===== src/rtl/stage_1_pipelined_if.sv =====
// stage_1_pipelined_if: valid/ready bus of stage_1_pipelined.
// Carries frequency inputs and registered stage B results.
interface stage_1_pipelined_if #(
  parameter int DATA_16        = 16,
  parameter int SYMBOL_WIDTH   = 4,
  parameter int LUT_DATA_WIDTH = 16
);
  logic                      in_valid;
  logic                      in_ready;
  logic [DATA_16-1:0]        FL;
  logic [DATA_16-1:0]        FH;
  logic [SYMBOL_WIDTH-1:0]   SYMBOL;
  logic [SYMBOL_WIDTH:0]     NSYMS;
  logic                      out_valid;
  logic                      out_ready;
  logic [DATA_16-1:0]        UU;
  logic [DATA_16-1:0]        VV;
  logic                      COMP_mux_1;
  logic [LUT_DATA_WIDTH-1:0] lut_u_out;
  logic [LUT_DATA_WIDTH-1:0] lut_v_out;
  logic                      err_out;
  logic [31:0]               xfer_count;

  modport master (
    output in_valid, FL, FH, SYMBOL, NSYMS,
    output out_ready,
    input  in_ready, out_valid, UU, VV,
    input  COMP_mux_1, lut_u_out, lut_v_out,
    input  err_out, xfer_count
  );

  modport slave (
    input  in_valid, FL, FH, SYMBOL, NSYMS,
    input  out_ready,
    output in_ready, out_valid, UU, VV,
    output COMP_mux_1, lut_u_out, lut_v_out,
    output err_out, xfer_count
  );
endinterface


===== src/rtl/stage_1_pipelined.sv =====
// stage_1_pipelined: 2-edge valid/ready stage, prob shift + LUT read.
// Optional symbol check enabled by STAGE_1_SYMBOL_CHECK_EN.
module stage_1_lut #(
  parameter int AW     = 8,
  parameter int DW     = 16,
  parameter bit KIND_V = 1'b0
) (
  input  logic          clk_i,
  input  logic [AW-1:0] addr_i,
  output logic [DW-1:0] q_o
);
  logic [31:0]   a;
  logic [DW-1:0] rom_d;
  logic [DW-1:0] q_q;

  // ROM contents as a closed-form function of the address
  always_comb begin
    a = 32'(addr_i);
    if (KIND_V) rom_d = DW'(a * 32'd40503);
    else        rom_d = DW'(a * a + 32'd1);
  end

  // registered read port; no reset so contents ignore reset_n
  always_ff @(posedge clk_i) begin
    q_q <= rom_d;
  end

  assign q_o = q_q;
endmodule

module stage_1_pipelined #(
  parameter int DATA_16        = 16,
  parameter int SYMBOL_WIDTH   = 4,
  parameter int LUT_ADDR_WIDTH = 2*SYMBOL_WIDTH,
  parameter int LUT_DATA_WIDTH = 16,
  parameter int PROB_SHIFT     = 6
) (
  input logic                clk_stage_1,
  input logic                reset_n,
  stage_1_pipelined_if.slave bus
);
  localparam int SW = SYMBOL_WIDTH;

  logic                      advance;
  logic                      valid_a_q, valid_a_d;
  logic [DATA_16-1:0]        fl_a_q, fl_a_d;
  logic [DATA_16-1:0]        fh_a_q, fh_a_d;
  logic [SW-1:0]             sym_a_q, sym_a_d;
  logic [SW:0]               ns_a_q, ns_a_d;
  logic [LUT_ADDR_WIDTH-1:0] lut_addr;
  logic [LUT_DATA_WIDTH-1:0] lut_u_rd, lut_v_rd;

  logic                      out_valid_q;
  logic [DATA_16-1:0]        uu_q, vv_q;
  logic                      comp_q;
  logic [LUT_DATA_WIDTH-1:0] lut_u_out_q, lut_v_out_q;
  logic [31:0]               xfer_q;

  assign advance      = !out_valid_q || bus.out_ready;
  assign bus.in_ready = advance;

  // stage A next state: load inputs on advance, else hold
  always_comb begin
    valid_a_d = valid_a_q;
    fl_a_d    = fl_a_q;
    fh_a_d    = fh_a_q;
    sym_a_d   = sym_a_q;
    ns_a_d    = ns_a_q;
    if (advance) begin
      valid_a_d = bus.in_valid;
      fl_a_d    = bus.FL;
      fh_a_d    = bus.FH;
      sym_a_d   = bus.SYMBOL;
      ns_a_d    = bus.NSYMS;
    end
  end

  // address tracks stage A next state so LUT q matches stage A
  assign lut_addr = LUT_ADDR_WIDTH'({
    SW'(ns_a_d - (SW+1)'(1)), sym_a_d});

  // stage A register bank
  always_ff @(posedge clk_stage_1 or negedge reset_n) begin
    if (!reset_n) begin
      valid_a_q <= 1'b0;
      fl_a_q    <= '0;
      fh_a_q    <= '0;
      sym_a_q   <= '0;
      ns_a_q    <= '0;
    end else begin
      valid_a_q <= valid_a_d;
      fl_a_q    <= fl_a_d;
      fh_a_q    <= fh_a_d;
      sym_a_q   <= sym_a_d;
      ns_a_q    <= ns_a_d;
    end
  end

  stage_1_lut #(
    .AW    (LUT_ADDR_WIDTH),
    .DW    (LUT_DATA_WIDTH),
    .KIND_V(1'b0)
  ) lut_u (
    .clk_i (clk_stage_1),
    .addr_i(lut_addr),
    .q_o   (lut_u_rd)
  );

  stage_1_lut #(
    .AW    (LUT_ADDR_WIDTH),
    .DW    (LUT_DATA_WIDTH),
    .KIND_V(1'b1)
  ) lut_v (
    .clk_i (clk_stage_1),
    .addr_i(lut_addr),
    .q_o   (lut_v_rd)
  );

  // stage B: capture results on advance, hold under stall
  always_ff @(posedge clk_stage_1 or negedge reset_n) begin
    if (!reset_n) begin
      out_valid_q <= 1'b0;
      uu_q        <= '0;
      vv_q        <= '0;
      comp_q      <= 1'b0;
      lut_u_out_q <= '0;
      lut_v_out_q <= '0;
    end else if (advance) begin
      out_valid_q <= valid_a_q;
      uu_q        <= fl_a_q >> PROB_SHIFT;
      vv_q        <= fh_a_q >> PROB_SHIFT;
      comp_q      <= !fl_a_q[DATA_16-1];
      lut_u_out_q <= lut_u_rd;
      lut_v_out_q <= lut_v_rd;
    end
  end

  // completed output transfers, wraps naturally
  always_ff @(posedge clk_stage_1 or negedge reset_n) begin
    if (!reset_n) begin
      xfer_q <= '0;
    end else if (out_valid_q && bus.out_ready) begin
      xfer_q <= xfer_q + 32'd1;
    end
  end

`ifdef STAGE_1_SYMBOL_CHECK_EN
  localparam logic [SW:0] NS_MAX = (SW+1)'(1) << SW;
  logic err_a;
  logic err_q;

  // flag symbols outside the declared alphabet
  always_comb begin
    err_a = (ns_a_q == '0) || (ns_a_q > NS_MAX) ||
            ({1'b0, sym_a_q} >= ns_a_q);
  end

  // error flag travels with its data into stage B
  always_ff @(posedge clk_stage_1 or negedge reset_n) begin
    if (!reset_n) begin
      err_q <= 1'b0;
    end else if (advance) begin
      err_q <= err_a;
    end
  end

  assign bus.err_out = err_q;
`else
  assign bus.err_out = 1'b0;
`endif

  assign bus.out_valid  = out_valid_q;
  assign bus.UU         = uu_q;
  assign bus.VV         = vv_q;
  assign bus.COMP_mux_1 = comp_q;
  assign bus.lut_u_out  = lut_u_out_q;
  assign bus.lut_v_out  = lut_v_out_q;
  assign bus.xfer_count = xfer_q;
endmodule


===== src/flat_wrapper.sv =====
// flat-port wrapper written by rule: the top's interface ports become plain ports
module stage_1_pipelined_flat 
#(
  parameter int DATA_16        = 16,
  parameter int SYMBOL_WIDTH   = 4,
  parameter int LUT_ADDR_WIDTH = 2*SYMBOL_WIDTH,
  parameter int LUT_DATA_WIDTH = 16,
  parameter int PROB_SHIFT     = 6
)
  (clk_stage_1, reset_n, bus_in_valid, bus_FL, bus_FH, bus_SYMBOL, bus_NSYMS, bus_out_ready, bus_in_ready, bus_out_valid, bus_UU, bus_VV, bus_COMP_mux_1, bus_lut_u_out, bus_lut_v_out, bus_err_out, bus_xfer_count);
  stage_1_pipelined_if #(.DATA_16(DATA_16), .SYMBOL_WIDTH(SYMBOL_WIDTH), .LUT_DATA_WIDTH(LUT_DATA_WIDTH)) bus_i ();
  input logic clk_stage_1;
  input logic reset_n;
  input wire logic [$bits(bus_i.in_valid)-1:0] bus_in_valid;
  input wire logic [$bits(bus_i.FL)-1:0] bus_FL;
  input wire logic [$bits(bus_i.FH)-1:0] bus_FH;
  input wire logic [$bits(bus_i.SYMBOL)-1:0] bus_SYMBOL;
  input wire logic [$bits(bus_i.NSYMS)-1:0] bus_NSYMS;
  input wire logic [$bits(bus_i.out_ready)-1:0] bus_out_ready;
  output wire logic [$bits(bus_i.in_ready)-1:0] bus_in_ready;
  output wire logic [$bits(bus_i.out_valid)-1:0] bus_out_valid;
  output wire logic [$bits(bus_i.UU)-1:0] bus_UU;
  output wire logic [$bits(bus_i.VV)-1:0] bus_VV;
  output wire logic [$bits(bus_i.COMP_mux_1)-1:0] bus_COMP_mux_1;
  output wire logic [$bits(bus_i.lut_u_out)-1:0] bus_lut_u_out;
  output wire logic [$bits(bus_i.lut_v_out)-1:0] bus_lut_v_out;
  output wire logic [$bits(bus_i.err_out)-1:0] bus_err_out;
  output wire logic [$bits(bus_i.xfer_count)-1:0] bus_xfer_count;
  assign bus_i.in_valid = bus_in_valid;
  assign bus_i.FL = bus_FL;
  assign bus_i.FH = bus_FH;
  assign bus_i.SYMBOL = bus_SYMBOL;
  assign bus_i.NSYMS = bus_NSYMS;
  assign bus_i.out_ready = bus_out_ready;
  assign bus_in_ready = bus_i.in_ready;
  assign bus_out_valid = bus_i.out_valid;
  assign bus_UU = bus_i.UU;
  assign bus_VV = bus_i.VV;
  assign bus_COMP_mux_1 = bus_i.COMP_mux_1;
  assign bus_lut_u_out = bus_i.lut_u_out;
  assign bus_lut_v_out = bus_i.lut_v_out;
  assign bus_err_out = bus_i.err_out;
  assign bus_xfer_count = bus_i.xfer_count;
  stage_1_pipelined #(.DATA_16(DATA_16), .SYMBOL_WIDTH(SYMBOL_WIDTH), .LUT_ADDR_WIDTH(LUT_ADDR_WIDTH), .LUT_DATA_WIDTH(LUT_DATA_WIDTH), .PROB_SHIFT(PROB_SHIFT)) u_core (.clk_stage_1(clk_stage_1), .reset_n(reset_n), .bus(bus_i));
endmodule

===== config.mk =====
export PLATFORM = sky130hd
export DESIGN_NAME = stage_1_pipelined_flat
export DESIGN_NICKNAME = d
export VERILOG_FILES = /design/src/rtl/stage_1_pipelined_if.sv /design/src/rtl/stage_1_pipelined.sv /design/src/flat_wrapper.sv
export SDC_FILE = /design/constraint.sdc
export NUM_CORES = 1
export LEC_CHECK = 0
export ABC_AREA = 1
export ABC_CLOCK_PERIOD_IN_PS = 6600
export BUFFER_PORTS_ARGS = -buffer_cell sky130_fd_sc_hd__buf_4
export CAP_MARGIN = 10
export CORE_MARGIN = 1.5
export CORE_UTILIZATION = 43
export CTS_BUF_LIST = sky130_fd_sc_hd__clkbuf_8 sky130_fd_sc_hd__clkbuf_16
export DETAILED_ROUTE_END_ITERATION = 8
export GPL_ROUTABILITY_DRIVEN = 0
export PLACE_DENSITY_LB_ADDON = 0.05
export SYNTH_ARGS = -nofsm -noshare
export SYNTH_HDL_FRONTEND = slang
export SYNTH_HIERARCHICAL = 1
export SYNTH_SLANG_ARGS = --single-unit
export TNS_END_PERCENT = 30

===== constraint.sdc =====
create_clock -name clk_stage_1 -period 6.6 [get_ports clk_stage_1]
set_input_delay 0.66 -clock clk_stage_1 [delete_from_list [all_inputs] [get_ports clk_stage_1]]
set_output_delay 0.66 -clock clk_stage_1 [all_outputs]
set_load 0.05 [all_outputs]

==> results.md, run 1 <==
- Status: finished, final reports clean
- Final instance area: 11020 sq um
- Clock Path Buffers: 2
- Ports: 145
- Critical-path maximum fanout: 13
- Antenna viol nets, final: 0
- Share of cells above drive strength 1: 0.1459
- Largest net degree at the start of global routing: 78
- Gate Count Post-Synth: 1145
- CP startpoint: u_core/bus.out_valid
- Setup violators final: 0
- Critical Path RT: 6920 ps
- Cell Area, Placed: 10430 sq um
- Setup_tns: 0 ps
- Core box area: 21090 sq um
- Top_reg_cell synth: dfrtp_1
- Gr ovfl total: 0
- WL/cell: 12.34 um
- Endpoints failing hold: 0
- Via count: 7045
- RSZ-0062 raised after global routing: no
- # diodes: 0
- Post-Syn Area: 9265 sq um
- First-pass GRT wire length: 32.23 mm
- Net count reported at finish: 1434
- Total Routing Usage GR: 0.1817
- Number of distinct library cells after synthesis: 30
- DRT iter0 DRCs: 327
- Worst Hold Class: in -> async
- Power, Total: 6.182 mW
- Tmin final: 5131 ps
- Asr flop ratio synth: 0.7823
- Starting Density: 0.4394
- TritonRoute pass-1 iters: 4
- Syn avg cell area: 8.092 sq um
- Die ar.: 22440 sq um
- Post-DR vias/cell: 4.525
- Max Cap Viol: 0
- Clock H-tree levels: 4
- Leakage: 6.240 nW
- Final Cycle Share: 0.7774
- Syn. warnings: 6
- Clk Latency, worst-skew pair: 430 ps
- Total CTS buffers: 17
- DR DRC count: 0
- Drt total wl: 19.22 mm
- Power Density: 561.1 nW/um^2
- Startpoint types: flop
- # port buffers: 118
- Register bit total from synthesis: 147
- Clock Sinks: 147
- Pre-CTS setup slack: 1076 ps
- FF/Latch Area: 3518 sq um
- Worst Tran Pin Value: 977.0 ps
- Detailed placement HPWL: 14.52 mm
- Critical path class: reg -> reg
- Fin util: 0.5224
- Fill cells: 2051
- Cell Rows: 53
- Multi-input logic area: 4762 sq um
- Chip height: 149.8 um
- # Post-CTS Setup Buffers: 0
- Slew headroom: 0.3487
- Area delta synth->final: 18.91%
- CTS resizes: 0
- Peak supply drop: 0.3794 mV
- Seq/Total Area, Yosys: 0.3797
- Initial antenna violation count: 0
- Number of flops mapped to enable cells by yosys: 0
- R2r startpoint: u_core/bus.out_valid
- Clock Skew: 10.65 ps
- Clock Root Buffer: clkbuf_16
- TritonCTS clock tree: yes
- WP data arrival: 5450 ps
- Worst Setup End Kind: flop
- Hold-fix buffers, CTS: 0
- Number of global-route vias before repair: 6551
- Die W: 149.8 um
- Clk slew on worst S/H paths: 70 ps
- F_max: 0.1949 GHz
- Worst setup margin: 1469 ps
- Final max-slew violation count: 0
cells in the final DEF, fill, tap and decap left out, types with 19 or more instances in the layout:
| cell type | count |
|---|---|
| nand2_1 | 380 |
| inv_1 | 217 |
| buf_4 | 131 |
| dfrtp_1 | 115 |
| ha_1 | 70 |
| nor2_1 | 54 |
| fa_1 | 50 |
| o21ai_0 | 40 |
| nand3_1 | 39 |
| dfxtp_1 | 32 |
| xor2_1 | 25 |
| xnor2_1 | 19 |
layer usage:
layer / part of all wire / wire, um / GRT usage
met1: 0.51 / 9790 / 0.2657
met2: 0.44 / 8432 / 0.2737
met3: 0.042 / 804 / 0.03720
met4: 0.010 / 194 / 0.04706
met5: 0 / 0 / 0
report_power, final:
group	total, mW	switching [mW]	internal, mW
Sequential	1.29	0.109	1.18
Combinational	3.94	2.53	1.41
Clock	0.956	0.448	0.508
stage by stage:
stage	hold slack (ps)	std cells
after global routing	241.5	1557
after global placement	413.9	1525
after floorplan	364.4	1157
after CTS	222.6	1557
final	210.3	1557
after detailed placement	414.9	1525
layout make-up:
class                           count  share of cell area
Multi-Input combinational cell    754              0.4323
Sequential cell                   147              0.3194
Timing Repair Buffer              131             0.08927
Inverter                          218             0.07428
Clock buffer                       17             0.03861
Tap cell                          275             0.03123
Clock inverter                     15             0.01499
logic make-up (layout without fill, tap and decap cells):
| kind of cell | Yosys count | after routing | synth area share |
|---|---|---|---|
| AND/OR/NAND/NOR | 520 | 520 | 0.2327 |
| buffers and inverters | 256 | 381 | 0.1114 |
| flip-flops | 147 | 147 | 0.3797 |
| adder cells (fa/ha/maj) | 120 | 120 | 0.2026 |
| AO/OA/AOI/OAI | 57 | 57 | 0.03160 |
| XOR/XNOR | 44 | 44 | 0.04159 |
| other | 1 | 13 | 0.0004047 |
Yosys cell counts, types with 2 or more instances:
master | number | area (sq um)
nand3_2 | 5 | 50.05
buf_2 | 9 | 45.04
inv_1 | 217 | 814.5
o21ai_0 | 41 | 205.2
dfxtp_1 | 32 | 640.6
or2_2 | 2 | 12.51
nand2_1 | 381 | 1430
nand3b_1 | 3 | 22.52
nor3_1 | 3 | 15.01
nor2_2 | 9 | 56.30
ha_1 | 70 | 875.8
a21oi_1 | 13 | 65.06
nor2_1 | 54 | 202.7
fa_1 | 50 | 1001
nand4_1 | 17 | 106.4
nor2_4 | 3 | 33.78
nand2_2 | 2 | 12.51
xor2_1 | 25 | 219.0
xnor2_1 | 19 | 166.4
nand3_1 | 39 | 195.2
buf_4 | 14 | 105.1
dfrtp_1 | 115 | 2878
clkbuf_1 | 14 | 52.55
o21bai_1 | 2 | 15.01
sequential cells by signal, indices dropped and copies added (netlist names), 10 cells and up:
| name | count |
|---|---|
| u_core/bus.lut_v_out | 16 |
| u_core/bus.VV | 10 |
| u_core/bus.lut_u_out | 16 |
| u_core/bus.UU | 10 |
| u_core/lut_v/q_o | 16 |
| u_core/lut_u/q_o | 16 |
| u_core/fh_a_q | 10 |
| u_core/bus.xfer_count | 32 |
| u_core/fl_a_q | 10 |
critical path, cell delays in order, from the launching register on:
cell     delay, ps
dfrtp_1        410
nand2_2        210
o21ai_0        360
inv_1           80
ha_1           270
inv_1          370
nand2_1        130
fa_1           500
inv_1           70
fa_1           500
fa_1           540
inv_1           50
fa_1           520
inv_1           40
ha_1           350
nand2_1         90
nand2_1         60
a21oi_1        230
nand3_1        120
nand2_1         70
nand2_1         40
path summary, 6_finish.rpt:
check,to,cells after the start,slack (ps)
worst min-delay path,u_core/bus.xfer_count[13],1,210
worst min register to register,u_core/bus.lut_u_out[4],2,420
worst max-delay path,u_core/lut_u/q_o[12],20,1470
min in group clk_stage_1,u_core/bus.lut_u_out[4],2,420
max in group asynchronous,u_core/bus.lut_u_out[13],2,5000
worst max register to register,u_core/lut_u/q_o[12],20,1470
Note: power is estimated with default switching activity, not from simulation.
==> inputs of run 2 (changes only) <==
--- a/config.mk
+++ b/config.mk
@@ -6,7 +6,7 @@
 export NUM_CORES = 1
 export LEC_CHECK = 0
 export ABC_AREA = 1
-export ABC_CLOCK_PERIOD_IN_PS = 6600
+export ABC_CLOCK_PERIOD_IN_PS = 4350
 export BUFFER_PORTS_ARGS = -buffer_cell sky130_fd_sc_hd__buf_4
 export CAP_MARGIN = 10
 export CORE_MARGIN = 1.5
==> constraint.sdc (replaced) <==
create_clock -name clk_stage_1 -period 4.35 [get_ports clk_stage_1]
set_input_delay 0.435 -clock clk_stage_1 [delete_from_list [all_inputs] [get_ports clk_stage_1]]
set_output_delay 0.435 -clock clk_stage_1 [all_outputs]
set_load 0.05 [all_outputs]
==> run 2 against run 1 <==
Net effect:
- the flow now finishes with violations (negative setup slack)
- setup slack lost 1600 ps
- critical path type unchanged
- global-route usage increased by 0.21 points
- final cell count is 4.8% higher
- sequential power rose by 53%
- maximum frequency is 16% higher
- flip-flop and latch count did not move
- non-clock buffer count grew 74
- critical path depth increased by 5
- wire length up 2.2%
- worst hold slack better by 5.1 ps
- power grew 79%
==> results.md, run 2 (synthesis gave the netlist of run 1 again) <==
- Worst setup margin: -92.01 ps (was 1469 ps)
- Ports: 145 (unchanged)
- Net count reported at finish: 1508 (was 1434)
- Tmin final: 4442 ps (was 5131 ps)
- Clock H-tree levels: 4 (unchanged)
- Hold_sp: bus_FH[12]
- Final Cycle Share: 1.021 (was 0.7774)
- Slowest stage delay, CP: 540 ps (about the same)
- Clock Power Share: 0.136 (was 0.155)
- Max FFs per register: 32 (unchanged)
- Most frequent cells in the layout: 354 x nand2_1, 204 x inv_1, 195 x buf_4 (was 380 x nand2_1, 217 x inv_1, 131 x buf_4)
- TritonRoute pass-1 iters: 4 (unchanged)
- Reg2Reg Capture Point: u_core/lut_v/q_o[14] (was u_core/lut_u/q_o[12])
- P_int: 5.930 mW (was 3.099 mW)
- Starting Density: 0.4394 (unchanged)
- Slew headroom: 0.6143 (was 0.3487)
- Gr ovfl total: 0 (unchanged)
- Antenna viol nets, final: 0 (unchanged)
- Cell Rows: 53 (unchanged)
- Die ar.: 22440 sq um (unchanged)
- Commonest non-fill, non-tap cell in the layout: nand2_1 (unchanged)
- Total CTS buffers: 17 (unchanged)
- Largest net degree at the start of global routing: 45 (was 78)
- Worst Hold Class: in -> reg (was in -> async)
- Comb power frac: 0.685 (was 0.637)
- WP data arrival: 4770 ps (was 5450 ps)
- Startpoint types: flop (unchanged)
- RSZ-0062 raised after global routing: yes (was no)
- Clock Path Buffers: 2 (unchanged)
- Leakage: 6.677 nW (was 6.240 nW)
- Critical Path Stages: 25 (was 20)
- R2r startpoint: u_core/bus.out_valid (unchanged)
- Post-DR vias/cell: 4.508 (was 4.525)
- Share of cells above drive strength 1: 0.2367 (was 0.1459)
- Power, Total: 11.05 mW (was 6.182 mW)
- Clk slew on worst S/H paths: 70 ps (about the same)
- TritonCTS clock tree: yes (unchanged)
- CP delay by family, top: adder cells (unchanged)
- Fin util: 0.5657 (was 0.5224)
- Clk Latency, worst-skew pair: 420 ps (was 430 ps)
- Worst Setup End Kind: flop (unchanged)
- Sequential Power Share: 0.179 (was 0.209)
- Peak supply drop: 0.6952 mV (was 0.3794 mV)
- # port buffers: 118 (unchanged)
- WL/cell: 12.04 um (was 12.34 um)
- Net switching power: 5.117 mW (was 3.083 mW)
- Detailed placement HPWL: 15.50 mm (was 14.52 mm)
- Die W: 149.8 um (unchanged)
- Clock Skew: 10.65 ps (about the same)
- Clock Root Buffer: clkbuf_16 (unchanged)
- F_max: 0.2251 GHz (was 0.1949 GHz)
- CP bufs+invs: 7 (was 5)
- Worst Tran Pin Value: 578.6 ps (was 977.0 ps)
- Total Routing Usage GR: 0.1838 (was 0.1817)
- First-pass GRT wire length: 32.80 mm (was 32.23 mm)
- Status: finished, violations left (was finished, final reports clean)
- Failing checks: negative setup slack
- DRT iter0 DRCs: 289 (was 327)
- CP startpoint: u_core/bus.out_valid (unchanged)
- Chip height: 149.8 um (unchanged)
- Drt total wl: 19.64 mm (was 19.22 mm)
- Core box area: 21090 sq um (unchanged)
- # diodes: 0 (unchanged)
- Critical path class: reg -> reg (unchanged)
- Final max-slew violation count: 0 (unchanged)
- Number of global-route vias before repair: 6981 (was 6551)
- Area delta synth->final: 28.76% (was 18.91%)
- Hold endpoint: u_core/fh_a_q[12]
- Critical-path maximum fanout: 6 (was 13)
- Clock Sinks: 147 (unchanged)
- Worst reg2reg path depth: 25 (was 20)
- Pre-CTS setup slack: -405.7 ps (was 1076 ps)
- Power Density: 926.0 nW/um^2 (was 561.1 nW/um^2)
- Via count: 7352 (was 7045)
- Switching Share: 0.4632 (was 0.4988)
- Setup violators final: 13 (was 0)
- DR DRC count: 0 (unchanged)
- Slowest CP cell: fa_1 (unchanged)
- Max Cap Viol: 0 (unchanged)
- Endpoints failing hold: 0 (unchanged)
- Initial antenna violation count: 0 (unchanged)
- Hold depth: 3
- Critical Path RT: 4670 ps (was 6920 ps)
- Worst R2R Setup Slack: -90 ps (was 1470 ps)
==> run 2: layout make-up <==
class,instances,area [sq um]
flip-flops and latches,147,3520
multi-input cells,754,5055
clock buffers,20,500.5
fillers,2060,9158
repair buffers,205,1575
well taps,275,344.1
inverters,218,823.3
clock inverters,12,112.6
==> run 2: stage by stage <==
stage	setup TNS, ps	hold WS, ps	cells	instance area [sq um]
2_1_floorplan	-1860	139.4	1157	9497
5_1_grt	-4592	216.1	1631	11930
3_3_place_gp	-5388	411.5	1586	11030
4_1_cts	-184.7	202.5	1624	11790
3_5_place_dp	-5310	415.7	1586	11030
6_report	-764.3	215.4	1631	11930
==> run 2: per-layer routing <==
layer	GRT usage	routed length, um	vias to the layer above
li1	-	-	3820
met1	0.2632	9887	3411
met2	0.2912	8902	110
met3	0.02805	659	11
met4	0.04706	192	0
met5	0	0	-
==> run 2: worst min-delay path: cells and delay by family <==
family | cells | cell delay (ps)
buffers and inverters | 1 | 80
AOI/OAI and AO/OA | 1 | 50
and+or+nand+nor | 1 | 40
==> run 2: worst max path at each step <==
stage | to | slack (ps)
6_report | u_core/lut_v/q_o[14] | -90
5_1_grt | u_core/lut_v/q_o[12] | -340
4_1_cts | u_core/lut_u/q_o[11] | -30
3_5_place_dp | u_core/lut_v/q_o[15] | -410
3_3_place_gp | u_core/lut_v/q_o[15] | -420
2_1_floorplan | u_core/lut_u/q_o[11] | -180
==> run 2: power groups by stage <==
stage                     combinational [mW]  sequential (mW)  clock (mW)
final                                   7.57             1.97        1.50
after floorplan                         4.37             2.63           0
after detailed placement                7.14             2.00           0
after global routing                    8.53             2.01        1.59
after global placement                  7.12             1.99           0
after CTS                               7.49             1.97        1.54
==> run 2: what timing repair did <==
| item | 4_1_cts | 5_1_grt |
|---|---|---|
| endpoints found under the hold margin | 35 | 0 |
| endpoints found under the setup margin | 15 | 18 |
| setup buffers | 5 | 7 |
| pin swaps | 19 | 26 |
| resized for setup | 27 | 29 |
| hold buffers | 1 | 0 |
